File: config.mk
export PLATFORM = sky130hd
export DESIGN_NAME = deskew_matrix_flat
export DESIGN_NICKNAME = d
export VERILOG_FILES = /design/src/rtl/deskew_matrix_if.sv /design/src/rtl/deskew_matrix.sv /design/src/flat_wrapper.sv
export SDC_FILE = /design/constraint.sdc
export NUM_CORES = 1
export LEC_CHECK = 0
export ABC_AREA = 0
export BUFFER_PORTS_ARGS = -buffer_cell sky130_fd_sc_hd__buf_4
export CELL_PAD_IN_SITES_DETAIL_PLACEMENT = 0
export CELL_PAD_IN_SITES_GLOBAL_PLACEMENT = 1
export CORE_ASPECT_RATIO = 1.2
export CORE_MARGIN = 4
export CORE_UTILIZATION = 47
export CTS_CLUSTER_DIAMETER = 200
export DETAILED_ROUTE_END_ITERATION = 8
export HOLD_SLACK_MARGIN = 0.08
export PLACE_DENSITY = 0.87
export RECOVER_POWER = 50
export SLEW_MARGIN = 20
export SYNTH_ARGS = -nofsm -noshare
export SYNTH_HDL_FRONTEND = slang
export SYNTH_SLANG_ARGS = --single-unit
File: constraint.sdc
create_clock -name clock -period 4 [get_ports clock]
set_clock_uncertainty 0.2 [all_clocks]
set_input_delay 1.2 -clock clock [delete_from_list [all_inputs] [get_ports clock]]
set_output_delay 1.2 -clock clock [all_outputs]
set_load 0.01 [all_outputs]
File: src/rtl/deskew_matrix_if.sv
// Stream interface for deskew_matrix: skewed input beats in, a whole SIZE x SIZE
// matrix out. The err signal is present only when DESKEW_PAD_CHECK_EN is defined.
interface deskew_matrix_if #(
  parameter int WIDTH = 4,
  parameter int SIZE  = 3
);
  logic                                  in_valid;
  logic [SIZE*WIDTH-1:0]                 in_data;
  logic                                  in_ready;
  logic [SIZE-1:0][SIZE-1:0][WIDTH-1:0]  Mout;
  logic                                  out_valid;
  logic                                  out_ready;
`ifdef DESKEW_PAD_CHECK_EN
  logic                                  err;

  modport master (output in_valid, in_data, out_ready,
                  input  in_ready, Mout, out_valid, err);
  modport slave  (input  in_valid, in_data, out_ready,
                  output in_ready, Mout, out_valid, err);
`else
  modport master (output in_valid, in_data, out_ready,
                  input  in_ready, Mout, out_valid);
  modport slave  (input  in_valid, in_data, out_ready,
                  output in_ready, Mout, out_valid);
`endif
endinterface

File: src/rtl/deskew_matrix.sv
// deskew_matrix: reassembles a SIZE x SIZE matrix from 2*SIZE-1 diagonally skewed
// beats (beat k, lane j carries M[k-j][j]). Each lane owns one matrix column.
// A single output register plus one pending frame in the capture array give
// back-to-back throughput with a simple ready/valid stall.
// Optional feature: define DESKEW_PAD_CHECK_EN to get a sticky err output that
// flags nonzero padding lanes.

// One column of the capture array; lane LANE takes row (cnt - LANE) when in range.
module deskew_lane #(
  parameter int WIDTH = 4,
  parameter int SIZE  = 3,
  parameter int LANE  = 0,
  parameter int CW    = 3
) (
  input  logic                         clock,
  input  logic                         nreset,
  input  logic                         clear,
  input  logic                         acc,
  input  logic [CW-1:0]                cnt,
  input  logic [WIDTH-1:0]             din,
`ifdef DESKEW_PAD_CHECK_EN
  output logic                         pad,
`endif
  output logic [SIZE-1:0][WIDTH-1:0]   col_nxt
);
  logic [SIZE-1:0][WIDTH-1:0] col;

  // Column as it will look after this edge, including the current beat.
  always_comb begin
    col_nxt = col;
    for (int r = 0; r < SIZE; r++)
      if (acc && int'(cnt) == LANE + r) col_nxt[r] = din;
  end

`ifdef DESKEW_PAD_CHECK_EN
  // A lane outside its diagonal window must carry zero.
  always_comb begin
    pad = acc && !((int'(cnt) >= LANE) && (int'(cnt) < LANE + SIZE)) && (din != '0);
  end
`endif

  // Capture storage; clear throws away a partial frame.
  always_ff @(posedge clock or negedge nreset) begin
    if (!nreset)    col <= '0;
    else if (clear) col <= '0;
    else            col <= col_nxt;
  end
endmodule

module deskew_matrix #(
  parameter int WIDTH = 4,
  parameter int SIZE  = 3
) (
  input  logic            clock,
  input  logic            nreset,
  input  logic            clear,
  deskew_matrix_if.slave  bus
);
  localparam int BEATS = 2*SIZE - 1;
  localparam int CW    = $clog2(BEATS);
  localparam logic [CW-1:0] LAST = CW'(BEATS - 1);

  localparam logic [0:0] COLLECT = 1'b0;
  localparam logic [0:0] PENDING = 1'b1;

  logic [0:0]                           state;
  logic [CW-1:0]                        cnt;
  logic                                 acc, last, load, xfer, out_valid;
  logic [SIZE-1:0][SIZE-1:0][WIDTH-1:0] col_nxt;  // [lane][row]
  logic [SIZE-1:0][SIZE-1:0][WIDTH-1:0] full;     // [row][col]
  logic [SIZE-1:0][SIZE-1:0][WIDTH-1:0] mout;
`ifdef DESKEW_PAD_CHECK_EN
  logic [SIZE-1:0]                      pad;
  logic                                 err;
`endif

  assign bus.in_ready  = (state == COLLECT);
  // clear wins over a beat presented on the same edge.
  assign acc  = bus.in_valid && bus.in_ready && !clear;
  assign last = (cnt == LAST);
  // Last beat with a free output register goes straight to Mout.
  assign load = acc && last && (!out_valid || bus.out_ready);
  // A parked frame moves to Mout once the consumer takes the old one.
  assign xfer = !clear && (state == PENDING) && bus.out_ready;

  genvar j, r;
  generate
    for (j = 0; j < SIZE; j++) begin : g_lane
      deskew_lane #(.WIDTH(WIDTH), .SIZE(SIZE), .LANE(j), .CW(CW)) u_lane (
        .clock   (clock),
        .nreset  (nreset),
        .clear   (clear),
        .acc     (acc),
        .cnt     (cnt),
        .din     (bus.in_data[j*WIDTH +: WIDTH]),
`ifdef DESKEW_PAD_CHECK_EN
        .pad     (pad[j]),
`endif
        .col_nxt (col_nxt[j])
      );
      for (r = 0; r < SIZE; r++) begin : g_row
        assign full[r][j] = col_nxt[j][r];
      end
    end
  endgenerate

  // Beat index within the frame; idle cycles hold it.
  always_ff @(posedge clock or negedge nreset) begin
    if (!nreset)    cnt <= '0;
    else if (clear) cnt <= '0;
    else if (acc)   cnt <= last ? '0 : cnt + 1'b1;
  end

  // COLLECT accepts beats; PENDING parks a finished frame behind a busy Mout.
  always_ff @(posedge clock or negedge nreset) begin
    if (!nreset)                    state <= COLLECT;
    else if (clear)                 state <= COLLECT;
    else if (acc && last && !load)  state <= PENDING;
    else if (xfer)                  state <= COLLECT;
  end

  // Output register: held while stalled, replaced on load/xfer, dropped on take.
  always_ff @(posedge clock or negedge nreset) begin
    if (!nreset) begin
      mout      <= '0;
      out_valid <= 1'b0;
    end else if (load || xfer) begin
      mout      <= full;
      out_valid <= 1'b1;
    end else if (bus.out_ready) begin
      out_valid <= 1'b0;
    end
  end

  assign bus.Mout      = mout;
  assign bus.out_valid = out_valid;

`ifdef DESKEW_PAD_CHECK_EN
  // Sticky padding error, cleared only by reset or clear.
  always_ff @(posedge clock or negedge nreset) begin
    if (!nreset)    err <= 1'b0;
    else if (clear) err <= 1'b0;
    else if (|pad)  err <= 1'b1;
  end
  assign bus.err = err;
`endif
endmodule

File: src/flat_wrapper.sv
// flat-port wrapper written by rule: the top's interface ports become plain ports
module deskew_matrix_flat 
#(
  parameter int WIDTH = 4,
  parameter int SIZE  = 3
)
  (clock, nreset, clear, bus_in_valid, bus_in_data, bus_out_ready, bus_in_ready, bus_Mout, bus_out_valid);
  deskew_matrix_if #(.WIDTH(WIDTH), .SIZE(SIZE)) bus_i ();
  input  logic clock;
  input  logic nreset;
  input  logic clear;
  input wire logic [$bits(bus_i.in_valid)-1:0] bus_in_valid;
  input wire logic [$bits(bus_i.in_data)-1:0] bus_in_data;
  input wire logic [$bits(bus_i.out_ready)-1:0] bus_out_ready;
  output wire logic [$bits(bus_i.in_ready)-1:0] bus_in_ready;
  output wire logic [$bits(bus_i.Mout)-1:0] bus_Mout;
  output wire logic [$bits(bus_i.out_valid)-1:0] bus_out_valid;
  assign bus_i.in_valid = bus_in_valid;
  assign bus_i.in_data = bus_in_data;
  assign bus_i.out_ready = bus_out_ready;
  assign bus_in_ready = bus_i.in_ready;
  assign bus_Mout = bus_i.Mout;
  assign bus_out_valid = bus_i.out_valid;
  deskew_matrix #(.WIDTH(WIDTH), .SIZE(SIZE)) u_core (.clock(clock), .nreset(nreset), .clear(clear), .bus(bus_i));
endmodule
# --- After elaboration in Yosys (flattened, before gate mapping) ---
# Index checks and enable logic that the tools add are counted.
word_totals:
  out_inout_bits: 38
  mem_bits_rw: 0
  mem_bits_ro: 0
  register_bits: 77
  memories: 0
  latch_bits: 0
  input_bits: 17
  elab_cells: 69
op_classes:
  reduce_logical: 21
  eq_ne: 5
  n_lt_le_gt_ge: 0
  div: 0
  addsub: 1
  bitwise: 1
  n_shift: 0
  mux: 20
  n_mul: 0
op_table:
  columns: ["operator", "n"]
  rows:
  - ["12-bit two-way mux", 3]
  - ["4-bit two-way mux", 9]
  - ["3-bit == test, second input constant", 4]
  - ["1-bit logical AND", 12]
  - ["3-bit two-way mux", 3]
  - ["1-bit two-way mux", 5]
  - ["2-bit nonzero test", 2]
  - ["3-bit by 1-bit adder with 3-bit output, second input constant", 1]
  - ["3-bit by 2-bit == test with 1-bit output, second input constant", 1]
  - ["1-bit zero test", 3]
  - ["3-bit zero test", 1]
  - ["3-bit nonzero test", 1]
  - ["1-bit logical OR", 2]
  - ["1-bit inverter", 1]

# --- Depth between registers and ports, before layout ---
depth:
  ltp_word: 9
  ltp_mapped: 7
  ltp_nobuf: 6

# --- Cells and area by module ---
# From an unflattened synthesis, not the netlist that was laid out.
hier_totals:
  hier_cells: 281
  hier_area_um2: 3876.2
modules_own_cells:
  columns: ["mod", "cells_each", "area_per_inst_um2", "instances"]
  rows:
  - ["deskew_matrix", 105, 1647.8, 1]
  - ["deskew_lane at u_core.g_lane[2].u_lane", 59, 770.7, 1]
  - ["deskew_lane at u_core.g_lane[0].u_lane", 59, 743.2, 1]
  - ["deskew_lane at u_core.g_lane[1].u_lane", 58, 714.4, 1]

# --- Worst setup path before layout ---
# Ideal clock, no wire load.
synth_path:
  path_type: "in2reg"
  startpoint: "in clear"
  endpoint: "reg u_core.mout (netlist bit u_core.bus.Mout[10])"
  t_required_ns: 3.672
  setup_slack_ns: 1.415
  arrival_ns: 2.257
  cell_stages: 6
  path_buffers: 2
  cell_sequence: "buf_2 nor4b_2 nand2_1 buf_2 mux2i_1 a21oi_1"
synth_via:
  elab_chain_len: 5
  elab_cells_between_ends: 9
  cone_classes: "mux (1); reduce/logical (8)"
synth_lines:
  columns: ["element", "line_no", "rtl"]
  rows:
  - ["start: declaration", "flat_wrapper.sv:11", "input logic clear;"]
  - ["1-bit zero test *", "deskew_matrix.sv:79, deskew_matrix.sv:84", null]
  - ["1-bit logical AND", "deskew_matrix.sv:79", "assign acc = bus.in_valid && bus.in_ready && !clear;"]
  - ["1-bit logical AND (2 in series)", "deskew_matrix.sv:82", "assign load = acc && last && (!out_valid || bus.out_ready);"]
  - ["1-bit logical OR", "deskew_matrix.sv:127", "end else if (load || xfer) begin"]
  - ["end signal: assignment", "deskew_matrix.sv:128", "mout <= full;"]
  - ["end: declaration", "deskew_matrix.sv:71", "logic [SIZE-1:0][SIZE-1:0][WIDTH-1:0] mout;"]
# Every way passes the cells marked *; elsewhere a longest branch is shown, timed or not.
# A chain may end at the register's enable or synchronous reset.

# --- Final worst setup path ---
layout_path:
  startpoint: "in bus_in_valid"
  endpoint: "reg u_core.mout (netlist bit u_core.bus.Mout[28])"
layout_via:
  elab_chain_len: 5
  elab_cells_between_ends: 7
  cone_classes: "mux (1); reduce/logical (6)"
layout_lines:
  columns: ["element", "line_no", "rtl"]
  rows:
  - ["start: declaration", "flat_wrapper.sv:12", "input wire logic [$bits(bus_i.in_valid)-1:0] bus_in_valid;"]
  - ["1-bit logical AND * (2 in series)", "deskew_matrix.sv:79", null]
  - ["1-bit logical AND (2 in series)", "deskew_matrix.sv:82", null]
  - ["1-bit logical OR", "deskew_matrix.sv:127", null]
# Marks and branches as above.

==> summary.md <==
| Metric | Value |
|---|---|
| CTS tree | `done` |
| Status | `finished with violations` |
| Area growth syn-to-layout | `19.46%` |
| Crit. End Element | `flop` |
| Final hold violations | `0` |
| DRT iter0 DRCs | `114` |
| CTS buffer count | `9` |
| Largest net degree at the start of global routing | `78` |
| Synthesized flop and latch total | `77` |
| Crit start category | `input pin` |
| Final Critical Period | `2.798 ns` |
| CTS root buffer | `clkbuf_8` |
| Dpl hpwl | `3907 um` |
| Pwr/cell area | `475.8 nW/um2` |
| Fillers | `587` |
| Synth top area cells | `dfrtp_1, mux2i_1, nor2_1` |
| Tot GR Track Use | `16.81%` |
| Final std cells w/o fill | `412` |
| Hold crit path type | `reg2reg` |
| CTS HTree Levels | `3` |
| Met1 GRT Util | `22.86%` |
| TNS Setup | `0 ns` |
| Synth area leader | `dfrtp_1` |
| Later-pin clock latency in the skew report | `0.34 ns` |
| Hold Path Origin | `u_core.g_lane[0].u_lane.col[11]` |
| Synth unique cells | `21` |
| Pre-antenna DRT Iters | `5` |
| Synth Instances | `269` |
| Via/cell ratio | `4.985` |
| Core ar. | `6406 um2` |
| Mapped cell area | `3080 um2` |
| CTS resizes | `0` |
| Width of the die | `81.91 um` |
| R2R Path End | `u_core.bus.Mout[28]` |
| R2R Setup Slk | `1.66 ns` |
| Final GP Congestion | `0.7042` |
| Cts-stage hold buffer count | `0` |
| Slew margin rel. | `-22.63%` |
| Hold Crit Depth | `2` |
| Post-Syn Nets | `291` |
| Grt peak-use layer | `met2` |
| Crit path DAT | `2.82 ns` |
| Max-Cap Viols | `1` |
| Setup violations, final | `0` |
| Final wirelength | `5836 um` |
| Sequential-to-total area share from yosys stat | `62.55%` |
| R2r startpoint | `u_core.state` |
| Leak | `1.960 nW` |
| Worst VDD drop | `0.2717 mV` |
| Std-Cell Rows | `32` |
| Min-Delay Endpoint | `u_core.g_lane[0].u_lane.col[11]` |
| Port Buf Inserts | `54` |
| First-pass GRT wire length | `10290 um` |
| Ports | `55` |
| Ant. Diodes | `0` |
| Top cell type's share of synthesized area | `62.55%` |
| Post-CTS setup buffer count | `0` |
| Antenna violations before repair | `0` |
| Clk buf depth | `2` |
| Syn_area_per_cell | `11.45 um2` |
| Met3 usage | `4.004%` |
| Yosys Warn Count | `0` |
| Layout cells sized above 1 | `18.04%` |
| M2 GR Usage | `25.64%` |
| Die ar. | `7919 um2` |
| CP Class | `in2reg` |
| Number of clock sinks | `77` |
| Failing checks | `capacitance limit, slew limit` |
| RSZ-0062 raised after global routing | `no` |
| Total gr overflow | `0` |
| Worst Max-Slew Pin Slew | `1.839 ns` |
| Period utilisation layout | `69.95%` |
| Fmax | `357.4 MHz` |
| Final Max Slew Viols | `78` |
| Drt wl/cell | `14.17 um` |
| Placed insts | `397` |
| Vias | `2054` |
| Nets@finish | `345` |
| Worst Reg2Reg Path Length in Cells | `5` |
| Clk pin slew, worst setup/hold paths | `0.07 ns` |
| ANT nets after route | `0` |
| Die Ht | `96.69 um` |
| CP max FO | `6` |
| Initial Util | `48.09%` |
| Vias in the first global route | `2152` |
| Worst EP required | `4.02 ns` |
| DRC viols | `0` |
==> registers in the layout, indices dropped and copies added (netlist names) <==
name	count
u_core.state	1
u_core.g_lane.u_lane.col	36
u_core.bus.Mout	36
u_core.bus.out_valid	1
u_core.cnt	3
==> power by group <==
group          switching [W]  leakage [nW]  internal [W]
combinational       0.000129         0.804      0.000107
clock               0.000264         0.105      0.000364
sequential         0.0000393          1.05      0.000847
total               0.000433          1.96       0.00132
==> cell type report <==
type | count | area [um2] | area share, %
flip-flops and latches | 77 | 1927 | 52.36
clock buffers | 11 | 141.4 | 3.842
well taps | 85 | 106.4 | 2.890
inverters | 7 | 26.28 | 0.7140
clock inverters | 4 | 72.57 | 1.972
multi-input cells | 171 | 1037 | 28.19
repair buffers | 57 | 369.1 | 10.03
==> synthesized netlist by cell type, drive strengths merged <==
cell type   n
nand3       2
inv         7
dfrtp      77
clkbuf      4
ha          5
nor3b       2
a22oi       2
and2        1
mux2i      37
nand4b      1
a221oi      1
nand2       3
o22ai       1
a21o        1
nor4b       1
nand2b      1
a21oi      38
buf        10
nor2       75
==> cells in the final DEF (no fill, tap or decap), types with 2 or more instances in the layout <==
master and count:
a21oi_1 38, a22oi_1 2, buf_4 41, bufinv_16 2
clkbuf_1 16, clkbuf_8 10, dfrtp_1 77, ha_1 5
inv_1 7, mux2i_1 37, nand2_1 3, nor2_1 75
nor3b_1 2
==> cell families after synthesis <==
kind of cell / synth area share, %
simple gates: 11.66
flops: 62.55
compound gates: 7.961
mux: 12.02
buf+inv: 3.777
fa+ha+maj: 2.031
==> worst max-delay path by stage <==
stage / start / endpoint / slack, ns / cells after the start
after global placement: clear / u_core.bus.Mout[25] / 0.94 / 5
after global routing: nreset / u_core.bus.Mout[32] / 0.98 / 1
after detailed placement: clear / u_core.bus.Mout[26] / 0.87 / 5
after floorplan: clear / u_core.bus.Mout[10] / 1.41 / 6
final: bus_in_valid / u_core.bus.Mout[28] / 1.20 / 6
after CTS: clear / u_core.bus.Mout[26] / 1.23 / 5
==> metal layers <==
metal	vias to the layer above	wire length [um]
met2	51	2801
met5	-	0
met4	0	110
met1	993	2663
li1	999	-
met3	11	260
==> worst max-delay path: stages <==
cell	delay [ns]
clkbuf_1	0.13
nand2b_1	0.15
nor3b_1	0.67
buf_4	0.30
mux2i_1	0.27
a21oi_1	0.10
==> metrics by stage <==
step	area (um2)	util, %	hold WS [ns]	setup WS (ns)	total power [W]
detailed placement	3530	55.10	0.3060	0.8651	0.001164
CTS	3744	58.44	0.3252	1.232	0.001797
floorplan	3080	-	0.2811	1.415	0.001011
finish	3680	57.44	0.3211	1.202	0.001751
global route	3680	57.44	0.3488	0.9830	0.001842
global placement	3530	55.10	0.2994	0.9377	0.001158
No activity file was read; power rests on OpenSTA's default activity.
